<file path="src/rtl/ex_mem_pkg.sv">
// Shared definitions for the EX->MEM pipeline register: memory op codes,
// WB control bit positions, default field widths and the payload layout.
package ex_mem_pkg;

  typedef enum logic [1:0] {
    MOP_NONE = 2'b00,
    MOP_BYTE = 2'b01,
    MOP_HALF = 2'b10,
    MOP_WORD = 2'b11
  } mem_op_e;

  localparam int WB_REGWR_BIT = 1;
  localparam int M_W          = 4;
  localparam int DEF_DATA_W   = 32;
  localparam int DEF_RADDR_W  = 5;
  localparam int DEF_WB_W     = 2;
  localparam int DEF_CNT_W    = 16;

  // Payload is packed MSB-first as {wb, m, alu, sdata, rd}
  typedef struct packed {
    logic [DEF_WB_W-1:0]    wb;
    logic [M_W-1:0]         m;
    logic [DEF_DATA_W-1:0]  alu;
    logic [DEF_DATA_W-1:0]  sdata;
    logic [DEF_RADDR_W-1:0] rd;
  } ex_mem_payload_t;

  function automatic int payload_w(int data_w, int raddr_w, int wb_w);
    return wb_w + M_W + 2 * data_w + raddr_w;
  endfunction

endpackage

</file>
<file path="src/rtl/ex_mem_skid_reg_skid_buf.sv">
// Generic 2-slot valid/ready skid buffer: a main output slot plus one skid
// slot that absorbs the entry accepted while the consumer stalls.
module pipe_skid_buf
  import ex_mem_pkg::*;
#(
  parameter int PAYLOAD_W = 8
) (
  input  logic                 clk,
  input  logic                 rst_n,
  input  logic                 flush,
  input  logic                 in_valid,
  output logic                 in_ready,
  input  logic [PAYLOAD_W-1:0] in_data,
  output logic                 out_valid,
  input  logic                 out_ready,
  output logic [PAYLOAD_W-1:0] out_data,
  output logic [1:0]           occupancy
);

  logic                 main_valid, skid_valid;
  logic [PAYLOAD_W-1:0] main_data, skid_data;
  logic                 main_valid_nxt, skid_valid_nxt;
  logic [PAYLOAD_W-1:0] main_data_nxt, skid_data_nxt;
  logic [1:0]           occ_q;
  logic                 accept, drain;

  assign in_ready  = ~skid_valid;
  assign accept    = in_valid & in_ready;
  assign drain     = main_valid & out_ready;
  assign out_valid = main_valid;
  assign out_data  = main_data;
  assign occupancy = occ_q;

  always_comb begin
    main_valid_nxt = main_valid;
    skid_valid_nxt = skid_valid;
    main_data_nxt  = main_data;
    skid_data_nxt  = skid_data;
    if (flush) begin
      // Payload registers keep their contents; only the valid bits drop
      main_valid_nxt = 1'b0;
      skid_valid_nxt = 1'b0;
    end else if (drain && skid_valid) begin
      main_data_nxt  = skid_data;
      skid_valid_nxt = 1'b0;
    end else if (drain || !main_valid) begin
      main_valid_nxt = accept;
      if (accept) main_data_nxt = in_data;
    end else if (accept) begin
      skid_valid_nxt = 1'b1;
      skid_data_nxt  = in_data;
    end
  end

  always_ff @(posedge clk or negedge rst_n) begin
    if (!rst_n) begin
      main_valid <= 1'b0;
      skid_valid <= 1'b0;
      main_data  <= '0;
      skid_data  <= '0;
      occ_q      <= 2'd0;
    end else begin
      main_valid <= main_valid_nxt;
      skid_valid <= skid_valid_nxt;
      main_data  <= main_data_nxt;
      skid_data  <= skid_data_nxt;
      occ_q      <= {1'b0, main_valid_nxt} + {1'b0, skid_valid_nxt};
    end
  end

endmodule

</file>
<file path="src/rtl/ex_mem_skid_reg.sv">
// EX->MEM pipeline register with valid/ready skid buffering, flush, a
// MEM-stage forwarding tap and a saturating backpressure counter.
module ex_mem_skid_reg
  import ex_mem_pkg::*;
#(
  parameter int DATA_W  = DEF_DATA_W,
  parameter int RADDR_W = DEF_RADDR_W,
  parameter int WB_W    = DEF_WB_W,
  parameter int CNT_W   = DEF_CNT_W
) (
  input  logic               clk,
  input  logic               rst_n,
  input  logic               flush,
  input  logic               ex_valid,
  output logic               ex_ready,
  input  logic [WB_W-1:0]    ex_wb,
  input  logic [3:0]         ex_m,
  input  logic [DATA_W-1:0]  ex_alu,
  input  logic [DATA_W-1:0]  ex_sdata,
  input  logic [RADDR_W-1:0] ex_rd,
  output logic               mem_valid,
  input  logic               mem_ready,
  output logic [1:0]         mem_rd_op,
  output logic [1:0]         mem_wr_op,
  output logic [WB_W-1:0]    mem_wb,
  output logic [DATA_W-1:0]  mem_alu,
  output logic [DATA_W-1:0]  mem_sdata,
  output logic [RADDR_W-1:0] mem_rdst,
  output logic               fwd_valid,
  output logic [RADDR_W-1:0] fwd_rd,
  output logic [DATA_W-1:0]  fwd_data,
  output logic [1:0]         occupancy,
  output logic [CNT_W-1:0]   stall_cnt
);

  localparam int PW = payload_w(DATA_W, RADDR_W, WB_W);

  logic [PW-1:0]      in_data, out_data;
  logic [WB_W-1:0]    wb_q;
  logic [3:0]         m_q;
  logic [DATA_W-1:0]  alu_q, sdata_q;
  logic [RADDR_W-1:0] rd_q;

  assign in_data = {ex_wb, ex_m, ex_alu, ex_sdata, ex_rd};

  pipe_skid_buf #(.PAYLOAD_W(PW)) u_skid (
    .clk       (clk),
    .rst_n     (rst_n),
    .flush     (flush),
    .in_valid  (ex_valid),
    .in_ready  (ex_ready),
    .in_data   (in_data),
    .out_valid (mem_valid),
    .out_ready (mem_ready),
    .out_data  (out_data),
    .occupancy (occupancy)
  );

  assign {wb_q, m_q, alu_q, sdata_q, rd_q} = out_data;

  // Control fields are gated so a stale payload never issues a memory op or writeback
  assign mem_rd_op = mem_valid ? m_q[3:2] : MOP_NONE;
  assign mem_wr_op = mem_valid ? m_q[1:0] : MOP_NONE;
  assign mem_wb    = mem_valid ? wb_q : '0;
  assign mem_alu   = alu_q;
  assign mem_sdata = sdata_q;
  assign mem_rdst  = rd_q;

  assign fwd_valid = mem_valid & wb_q[WB_REGWR_BIT] & (rd_q != '0);
  assign fwd_rd    = rd_q;
  assign fwd_data  = alu_q;

  always_ff @(posedge clk or negedge rst_n) begin
    if (!rst_n) begin
      stall_cnt <= '0;
    end else if (mem_valid && !mem_ready && (stall_cnt != '1)) begin
      stall_cnt <= stall_cnt + CNT_W'(1);
    end
  end

endmodule
</file>
<file path="config.mk">
export PLATFORM = sky130hd
export DESIGN_NAME = ex_mem_skid_reg
export DESIGN_NICKNAME = d
export VERILOG_FILES = /design/src/rtl/ex_mem_pkg.sv /design/src/rtl/ex_mem_skid_reg_skid_buf.sv /design/src/rtl/ex_mem_skid_reg.sv
export SDC_FILE = /design/constraint.sdc
export NUM_CORES = 1
export LEC_CHECK = 0
export ABC_AREA = 0
export CORE_MARGIN = 2
export CORE_UTILIZATION = 27
export DETAILED_ROUTE_END_ITERATION = 16
export GPL_ROUTABILITY_DRIVEN = 0
export MAX_ROUTING_LAYER = met4
export PLACE_DENSITY_LB_ADDON = 0.08
export SLEW_MARGIN = 5
export SYNTH_ARGS = -nofsm -noshare
export SYNTH_HDL_FRONTEND = slang
export SYNTH_SLANG_ARGS = --single-unit
</file>
<file path="constraint.sdc">
create_clock -name clk -period 1.75 [get_ports clk]
set_input_delay 0.35 -clock clk [delete_from_list [all_inputs] [get_ports clk]]
set_output_delay 0.35 -clock clk [all_outputs]
set_load 0.02 [all_outputs]
</file>
Word-level counts from Yosys, hierarchy flattened
Cells that the tools add are included.
{ "classes": {"n_addsub": 2, "multipliers": 0, "div_mod_pow": 0, "magnitude_cmp": 0, "n_eq_ne": 1, "shifts": 0, "n_mux": 13, "bitwise": 8, "n_reduce_logical": 11} }
{ "op_table": {"columns": ["op", "count"], "rows": [
  ["$mux W75", 3],
  ["$add A16 B1 Y16 const B", 1],
  ["$ne A16 B16 Y1 const B", 1],
  ["$mux W1", 7],
  ["$mux W2", 3],
  ["$reduce_bool A5 Y1", 1],
  ["$and A1 B1 Y1", 4],
  ["$not A1 Y1", 4],
  ["$reduce_and A4 Y1", 1],
  ["$reduce_bool A2 Y1", 2],
  ["$logic_and A1 B1 Y1", 3],
  ["$reduce_and A3 Y1", 1],
  ["$add A1 B1 Y2", 1],
  ["$logic_not A1 Y1", 2],
  ["$logic_or A1 B1 Y1", 1]
]} }
{ "word_totals": {"ff_bits": 170, "latch_bits": 0, "mem_bits_rw": 0, "mem_bits_ro": 0, "output_inout_bits": 133, "word_cells": 41, "mem_count": 0} }

Depth between registers and ports, before layout
Gate-level depths: netlist of the first run.
{ "depth": {"depth_word": 7, "depth_mapped": 6} }

By module
A second synthesis of the first run with hierarchy kept.
{ "unflattened": {"hier_cells": 535, "hier_area_um2": 7852.5} }
{ "modules_own_cells": {"columns": ["module", "instances", "cells_each", "area_each_um2"], "rows": [
  ["pipe_skid_buf", 1, 416, 6686.4],
  ["ex_mem_skid_reg", 1, 119, 1166.1]
]} }

Worst setup path after synthesis of the first run
No wires, ideal clock.
{ "synth_path": {"kind": "reg-to-reg", "start": "reg u_skid.main_valid (netlist: u_skid.out_valid)", "end": "reg u_skid.skid_data[0]", "arrival_ns": 1.476, "setup_slack_ns": 0.149, "stages_incl_launch_ff": 6, "path_buffers": 2, "path_cell_list": "dfrtp_1 nand2_1 nor3_2 buf_2 buf_4 mux2_2"} }
{ "synth_via": {"elab_chain_len": 4, "word_cells_on_any_way": 7} }
{ "synth_rtl": {"columns": ["element", "line", "source"], "rows": [
  ["start, declared", "ex_mem_skid_reg_skid_buf.sv:20", "logic main_valid, skid_valid;"],
  ["start signal, assigned", "ex_mem_skid_reg_skid_buf.sv:63", "main_valid <= main_valid_nxt;"],
  ["$and A1 B1 Y1 / $logic_not A1 Y1 (equally long branches)", "ex_mem_skid_reg_skid_buf.sv:29, ex_mem_skid_reg_skid_buf.sv:46", null],
  ["$logic_and A1 B1 Y1 / $logic_or A1 B1 Y1 (equally long branches)", "ex_mem_skid_reg_skid_buf.sv:43, ex_mem_skid_reg_skid_buf.sv:46", null],
  ["$not A1 Y1 (no source line)", null, null],
  ["$reduce_and A4 Y1 (no source line) *", null, null],
  ["end signal, assigned", "ex_mem_skid_reg_skid_buf.sv:66", "skid_data <= skid_data_nxt;"],
  ["end, declared", "ex_mem_skid_reg_skid_buf.sv:21", "logic [PAYLOAD_W-1:0] main_data, skid_data;"]
]} }
Every way passes the cells marked *; elsewhere a longest branch is shown, timed or not.
A chain may end at the register's enable or synchronous reset.

Worst setup path in the final report of the first run
{ "layout_path": {"start": "reg u_skid.main_data[3] (netlist: u_skid.out_data[3])", "end": "out fwd_valid"} }
{ "layout_via": {"elab_chain_len": 2} }
{ "layout_rtl": {"columns": ["element", "line", "source"], "rows": [
  ["start, declared", "ex_mem_skid_reg_skid_buf.sv:21", null],
  ["start signal, assigned", "ex_mem_skid_reg_skid_buf.sv:65", "main_data <= main_data_nxt;"],
  ["$reduce_bool A5 Y1", "ex_mem_skid_reg.sv:69", "assign fwd_valid = mem_valid & wb_q[WB_REGWR_BIT] & (rd_q != '0);"],
  ["$and A1 B1 Y1", "ex_mem_skid_reg.sv:69", null],
  ["end, declared", "ex_mem_skid_reg.sv:29", "output logic fwd_valid,"]
]} }
No other way between the ends.

==> results of run 1 <==
## flip-flops by register name, summed over array words and instances, names as in the netlist
| register | cells |
|---|---|
| stall_cnt | 16 |
| u_skid.occupancy | 2 |
| u_skid.out_data | 75 |
| u_skid.out_valid | 1 |
| u_skid.skid_data | 75 |
| u_skid.skid_valid | 1 |
## cell usage after synthesis, types with 5 or more instances
| cell type | count | area share |
|---|---|---|
| nand2_1 | 8 | 0.0037 |
| dfrtp_1 | 170 | 0.53 |
| a21oi_1 | 81 | 0.050 |
| buf_4 | 115 | 0.11 |
| nand3_1 | 5 | 0.0031 |
| mux2_2 | 72 | 0.10 |
| xor2_1 | 10 | 0.011 |
| mux2i_1 | 75 | 0.093 |
| nor2_1 | 77 | 0.036 |
| buf_2 | 21 | 0.013 |
| and2_1 | 6 | 0.0047 |
| nor4_1 | 6 | 0.0047 |
## final cells by class
cell class / count / share of cell area
well taps: 390 / 0.04178
repair buffers: 290 / 0.2687
flip-flops and latches: 170 / 0.3644
multi-input cells: 374 / 0.2757
clock buffers: 20 / 0.03910
clock inverters: 12 / 0.009106
inverters: 4 / 0.001286
## routing by layer
metal,share of wire,vias to the layer above,track usage
met1,0.45,2794,0.1636
li1,-,2604,-
met3,0.038,13,0.02728
met4,0.012,0,0.03926
met5,0,-,-
met2,0.50,129,0.2207
## cell families (layout without fill, tap and decap cells)
group,Yosys count,in the layout
flops,170,170
mux,151,151
compound gates,92,92
fa+ha+maj,2,2
buf+inv,143,326
xor+xnor,11,11
simple gates,118,118
## placed cells by master (no fill, tap or decap), types with 5 or more instances in the layout
master | synthesis | final
and2_1 | 6 | 5
dlygate4sd2_1 | 0 | 121
buf_4 | 115 | 26
nor2_2 | 0 | 19
a21oi_2 | 1 | 35
mux2_2 | 72 | 72
nand2_1 | 8 | 8
nor2_1 | 77 | 37
clkbuf_16 | 0 | 31
buf_12 | 0 | 22
clkdlybuf4s50_1 | 0 | 78
a21oi_1 | 81 | 47
mux2i_2 | 0 | 5
mux2i_1 | 75 | 67
nor4_1 | 6 | 5
buf_2 | 21 | 5
xor2_1 | 10 | 10
nor2_4 | 0 | 21
buf_8 | 0 | 5
dfrtp_1 | 170 | 169
buf_6 | 0 | 11
## power groups by stage
| stage | sequential [µW] | clock (µW) | combinational [µW] |
|---|---|---|---|
| 4_1_cts | 5350 | 3860 | 3100 |
| 2_1_floorplan | 5370 | 0 | 2320 |
| 6_report | 5430 | 3700 | 3400 |
| 3_5_place_dp | 5440 | 0 | 3460 |
| 3_3_place_gp | 5400 | 0 | 3410 |
| 5_1_grt | 5570 | 4010 | 3660 |
## critical path: cells and delay by family, from the launching register on
family	cells	cell delay, ns
AOI/OAI and AO/OA	1	0.18
buffers and inverters	1	0.15
DFF	1	0.38
and+or+nand+nor	1	0.55
## what timing repair did
item                       4_1_cts  5_1_grt
resized for setup              157      136
hold endpoints to repair        23        0
setup buffers                    3       13
hold buffers                     1        0
cloned                           1       16
pin swaps                        2        6
setup endpoints to repair      170       50
## stage by stage
| step | hold slack (ns) | std cells | setup slack, ns |
|---|---|---|---|
| 3_5_place_dp | 0.2433 | 1195 | -0.3155 |
| 5_1_grt | 0.3495 | 1260 | -0.3612 |
| 2_1_floorplan | 0.05441 | 687 | 0.1491 |
| 4_1_cts | 0.3436 | 1232 | -0.3152 |
| 3_3_place_gp | 0.2407 | 1195 | -0.3206 |
| 6_report | 0.3547 | 1260 | -0.2771 |
## worst max path at each step
stage	from	endpoint	slack, ns	depth (start not counted)
global route	u_skid.out_data[3]	fwd_valid	-0.36	3
floorplan	u_skid.out_valid	u_skid.skid_data[0]	0.15	5
detailed placement	mem_ready	u_skid.out_data[12]	-0.32	7
finish	u_skid.out_data[3]	fwd_valid	-0.28	3
CTS	u_skid.out_data[3]	fwd_valid	-0.32	3
global placement	u_skid.out_data[0]	fwd_valid	-0.32	3
==> reports/metrics.csv, run 1 <==
stage;metric;value;unit
final_layout;drive_gt1_frac;0.3276;
clock_network;cts.clk_slew.worst_paths;0.08;ns
synthesis;syn_inst;687;
final_layout;final_util;0.3961;
worst_setup_path;worst_path_largest_cell_delay;0.55;ns
synthesis;synthMuxAreaShare;0.1997;
synthesis;synth.distinct_cells;39;
final_layout;seqCellArea;4255;µm²
final_layout;multi_input_area;3219;µm²
sta;fin_crit;2.027;ns
synthesis;synth_xor_area_frac;0.01197;
clock_network;worst_skew_pair.late_latency;0.42;ns
power_and_ir_drop;peakVddDrop;0.5570;mV
final_layout;final_area;11680;µm²
detailed_routing;ant_nets;0;
worst_setup_path;reg2reg_slack;-0.02;ns
power_and_ir_drop;power.leakage;0.005360;µW
final_layout;n_fill_cell;2847;
sta;finClkSkew;0.008356;ns
sta;finalWorstSetupSlack;-0.2771;ns
worst_setup_path;worstSetupPathType;reg2out;
sta;setup_viol;4;
power_and_ir_drop;swShare;0.3278;
sta;tightest_slew;0.3670;ns
die;start_util;0.2729;
worst_setup_path;end_kind;output port;
power_and_ir_drop;clkPwrFrac;0.295;
status;violations;negative setup slack;
clock_network;cts_tree;built;
synthesis;synth_fa_ha_area_frac;0.003110;
die;ios;213;
worst_setup_path;startpoint_type;flip-flop;
power_and_ir_drop;power;12540;µW
power_and_ir_drop;switchingPower;4110;µW
global_routing;grt_max_degree;56;
clock_network;cts_buffers;17;
detailed_routing;post-route-drc-count;0;
status;status;complete, but fails checks;
place;post_dp_cell_area;10260;µm²
global_routing;grt_antenna_before_repair;0;
global_routing;grt_usage;0.1329;
worst_setup_path;reg2reg_depth;9;
place;io_buffers;212;
die;rows;63;
sta;timing_hold_violations_final;0;
synthesis;synthSimpleGateAreaFrac;0.06904;
detailed_routing;routed_wl;22080;µm
synthesis;synth-seq-cells;170;
detailed_routing;vias;5540;
global_routing;grt_pass1_wl;31010;µm
worst_hold_path;hp-class;in2async;
power_and_ir_drop;power_density;1074;nW/µm²
sta;fmax;0.4933;GHz
worst_setup_path;arrival;1.68;ns
detailed_routing;viasPerCell;4.397;
worst_setup_path;cp_slowest_cell;or4_4;
power_and_ir_drop;p_comb_frac;0.271;
detailed_routing;routedWlPerCell;17.53;µm
worst_setup_path;cp_max_fo;2;
synthesis;synthesis.area;8046;µm²
die;dieWidth;176.6;µm
global_routing;grt_pass1_vias;5507;
sta;rsz0062_at_grt;true;
detailed_routing;drtIter0Drc;170;
sta;slew_headroom;0.7544;
synthesis;synth-edff-count;0;
worst_setup_path;critPathRequiredTime;1.40;ns
synthesis;ys_seq_area_frac;0.5287;
detailed_routing;first_pass_iters;7;
global_routing;grt_overflow;0;
clock_network;cts_num_sinks;170;
synthesis;syn_avg_cell_area;11.71;µm²
sta;final.period_utilization;1.158;
worst_setup_path;r2r_end;u_skid.out_data[43];
die;fp.coreArea;29480;µm²
clock_network;ctsLongestPathBuffers;2;
worst_setup_path;crit_chain;or4_4 > o21a_1 > buf_2;
clock_network;cts-root-buf;clkbuf_16;
synthesis;synthesis.nets;769;
final_layout;diodes;0;
synthesis;synth_top_family_by_area;multiplexers;
die;die-area;31200;µm²
synthesis;synthArstFlopShare;1.000;
place;dpl.hpwl;13610;µm
die;die-height;176.6;µm
sta;fin_setup_tns;-0.3232;ns
worst_setup_path;crit-reg2reg-launch;u_skid.out_valid;
synthesis;synth_warnings;0;
sta;slew_violations;0;
synthesis;ys.flop_type;dfrtp_1;
synthesis;synth_compound_area_frac;0.06298;
power_and_ir_drop;seqPwrFrac;0.433;
power_and_ir_drop;intPower;8428;µW
clock_network;htree_levels;4;
final_layout;nets;939;
run;cap_viol_max_count;0;
final_layout;syn_to_final_growth;45.14;%
No activity file was read; power rests on OpenSTA's default activity.
==> run 2, diff against run 1 <==
--- a/config.mk
+++ b/config.mk
@@ -6,13 +6,15 @@
 export NUM_CORES = 1
 export LEC_CHECK = 0
 export ABC_AREA = 0
+export CORE_ASPECT_RATIO = 2
 export CORE_MARGIN = 2
 export CORE_UTILIZATION = 27
+export CTS_BUF_LIST = sky130_fd_sc_hd__clkbuf_16
 export DETAILED_ROUTE_END_ITERATION = 16
 export GPL_ROUTABILITY_DRIVEN = 0
 export MAX_ROUTING_LAYER = met4
 export PLACE_DENSITY_LB_ADDON = 0.08
-export SLEW_MARGIN = 5
+export SLEW_MARGIN = 15
 export SYNTH_ARGS = -nofsm -noshare
 export SYNTH_HDL_FRONTEND = slang
 export SYNTH_SLANG_ARGS = --single-unit
==> run 2 against run 1 <==
Compared with the run above: the run still ends with negative setup slack left; combinational power fell by 8.5%; largest power group unchanged; largest cell class unchanged; power shrank 2.3%; highest routed layer unchanged; worst setup slack improved by 0.044 ns.
==> reports/metrics.csv, run 2 (synthesis gave the netlist of run 1 again) <==
stage;metric;value;unit
status;status;complete, but fails checks;
status;violations;negative setup slack;
detailed_routing;vias;5432;
clock_network;cts_buffers;17;
global_routing;grt_pass1_vias;5750;
final_layout;syn_to_final_growth;33.96;%
place;io_buffers;212;
clock_network;cts.clk_slew.worst_paths;0.07;ns
global_routing;grt_pass1_wl;31990;µm
clock_network;cts-root-buf;clkbuf_16;
final_layout;nets;919;
worst_setup_path;crit_chain;or4_1 > o21a_1 > buf_6;
final_layout;drive_gt1_frac;0.2144;
sta;rsz0062_at_grt;true;
sta;setup_viol;1;
final_layout;final_util;0.3667;
worst_setup_path;end_kind;output port;
sta;hold_ws;0.4089;ns
place;dpl.hpwl;14900;µm
sta;fin_crit;1.984;ns
detailed_routing;routed_wl;21150;µm
die;fp.coreArea;29400;µm²
final_layout;final_cell_mix;dfrtp_1, dlygate4sd2_1, a21oi_1;
detailed_routing;viasPerCell;4.471;
die;dieWidth;126.1;µm
sta;slew_violations;0;
worst_setup_path;reg2reg_slack;0.07;ns
final_layout;final_cells;1215;
clock_network;cts_num_sinks;170;
place;pre_cts_ws;-0.3418;ns
sta;finClkSkew;0.009194;ns
worst_setup_path;worstSetupPathType;reg2out;
global_routing;grt_usage;0.1381;
die;start_util;0.2737;
global_routing;grt_antenna_before_repair;2;
worst_setup_path;critPathTopFamily;simple AND/OR/NAND/NOR gates;
die;ios;213;
clock_network;ctsLongestPathBuffers;2;
detailed_routing;ant_nets;0;
worst_setup_path;cp_max_fo;2;
detailed_routing;post-route-drc-count;0;
global_routing;grt_overflow;0;
sta;fmax;0.5042;GHz
clock_network;htree_levels;4;
clock_network;cts_tree;built;
worst_setup_path;arrival;1.63;ns
detailed_routing;routedWlPerCell;17.40;µm
sta;slew_headroom;0.6831;
final_layout;final_area;10780;µm²
sta;finalWorstSetupSlack;-0.2335;ns
sta;tightest_slew;0.4754;ns
place;dpl.cell_count;1172;
sta;timing_hold_violations_final;0;
global_routing;grt_max_degree;43;
detailed_routing;drtIter0Drc;180;
power_and_ir_drop;peakVddDrop;0.5620;mV
final_layout;mostFrequentLayoutCell;dfrtp_1;
worst_setup_path;cp_num_buf_inv;1;
clock_network;worst_skew_pair.late_latency;0.44;ns
sta;final.period_utilization;1.133;
die;rows;89;
worst_setup_path;crit-reg2reg-launch;u_skid.out_valid;
worst_setup_path;worst_path_largest_cell_delay;0.51;ns
run;cap_viol_max_count;0;
worst_setup_path;critPathRequiredTime;1.40;ns
power_and_ir_drop;power_density;1136;nW/µm²
worst_setup_path;setup.worst_path.start;u_skid.out_data[4];
detailed_routing;first_pass_iters;4;
die;die-area;31280;µm²
worst_setup_path;cp_slowest_cell;or4_1;
power_and_ir_drop;power.leakage;0.005165;µW
die;die-height;248.1;µm
place;post_dp_cell_area;10170;µm²
worst_hold_path;hp-class;in2async;
worst_setup_path;startpoint_type;flip-flop;
[run 2: cell types whose count changed in the layout (fill, tap and decap cells not counted), sizes merged]
cell,before,now
clkbuf,36,23
bufinv,0,3
inv,10,8
diode,0,2
buf,70,61
clkinv,3,5
dlymetal6s2s,0,1
clkdlybuf4s15,4,2
clkinvlp,3,2
[run 2: through the flow]
stage,TNS (ns),power (µW)
global route,-0.3249,12960
global placement,-39.51,8864
finish,-0.2335,12250
detailed placement,-44.81,8938
CTS,-0.2787,12400
floorplan,0,7690
[run 2: timing repair]
action / CTS / global route
pin swaps: 1 / 1
gates resized for setup: 162 / 19
buffers inserted: 1 / 4
setup endpoints to repair: 219 / 81
hold endpoints to repair: 33 / 0
hold buffers: 1 / 0
gates cloned: 0 / 4
[run 2: final timing paths]
| kind | depth (start not counted) | to |
|---|---|---|
| max | 3 | fwd_valid |
| min | 2 | u_skid.out_data[31] |
| max reg2reg | 7 | u_skid.out_data[40] |
| min reg2reg | 1 | u_skid.skid_data[69] |
| max in group asynchronous | 3 | u_skid.out_valid |
| min in group clk | 1 | u_skid.skid_data[69] |
[run 2: worst register-to-register path, delay by kind of cell (launching register included)]
family	cells	cell delay, ns
flops	1	0.44
simple gates	2	0.24
compound gates	2	0.37
buf+inv	3	0.54
[run 2: area by class of cell]
cell class / instances / area [µm²]
Inverter: 4 / 15.01
Timing Repair Buffer: 270 / 2636
Clock inverter: 14 / 141.4
Antenna cell: 2 / 5.005
Fill cell: 3026 / 18620
Sequential cell: 170 / 4255
Multi-Input combinational cell: 374 / 2845
Tap cell: 364 / 455.4
Clock buffer: 17 / 425.4
[run 2: power by group]
| part | switching [µW] | leakage (µW) | internal, µW |
|---|---|---|---|
| Sequential | 565 | 0.00201 | 4810 |
| Clock | 1570 | 0.000286 | 2190 |
| Combinational | 1630 | 0.00287 | 1490 |
[run 2: per-layer routing]
layer	track usage	share of wire	up-vias
met3	0.03157	0.038	26
met2	0.2491	0.56	144
met4	0.06238	0.026	0
met5	-	0	-
met1	0.1419	0.38	2709
li1	-	-	2553
==> run 3, diff against run 2 <==
--- a/config.mk
+++ b/config.mk
@@ -6,6 +6,7 @@
 export NUM_CORES = 1
 export LEC_CHECK = 0
 export ABC_AREA = 0
+export ABC_CLOCK_PERIOD_IN_PS = 1750
 export CORE_ASPECT_RATIO = 2
 export CORE_MARGIN = 2
 export CORE_UTILIZATION = 27
==> results of run 3 <==
Same layout as run 2: the final DEF is identical, and so are final timing and power.
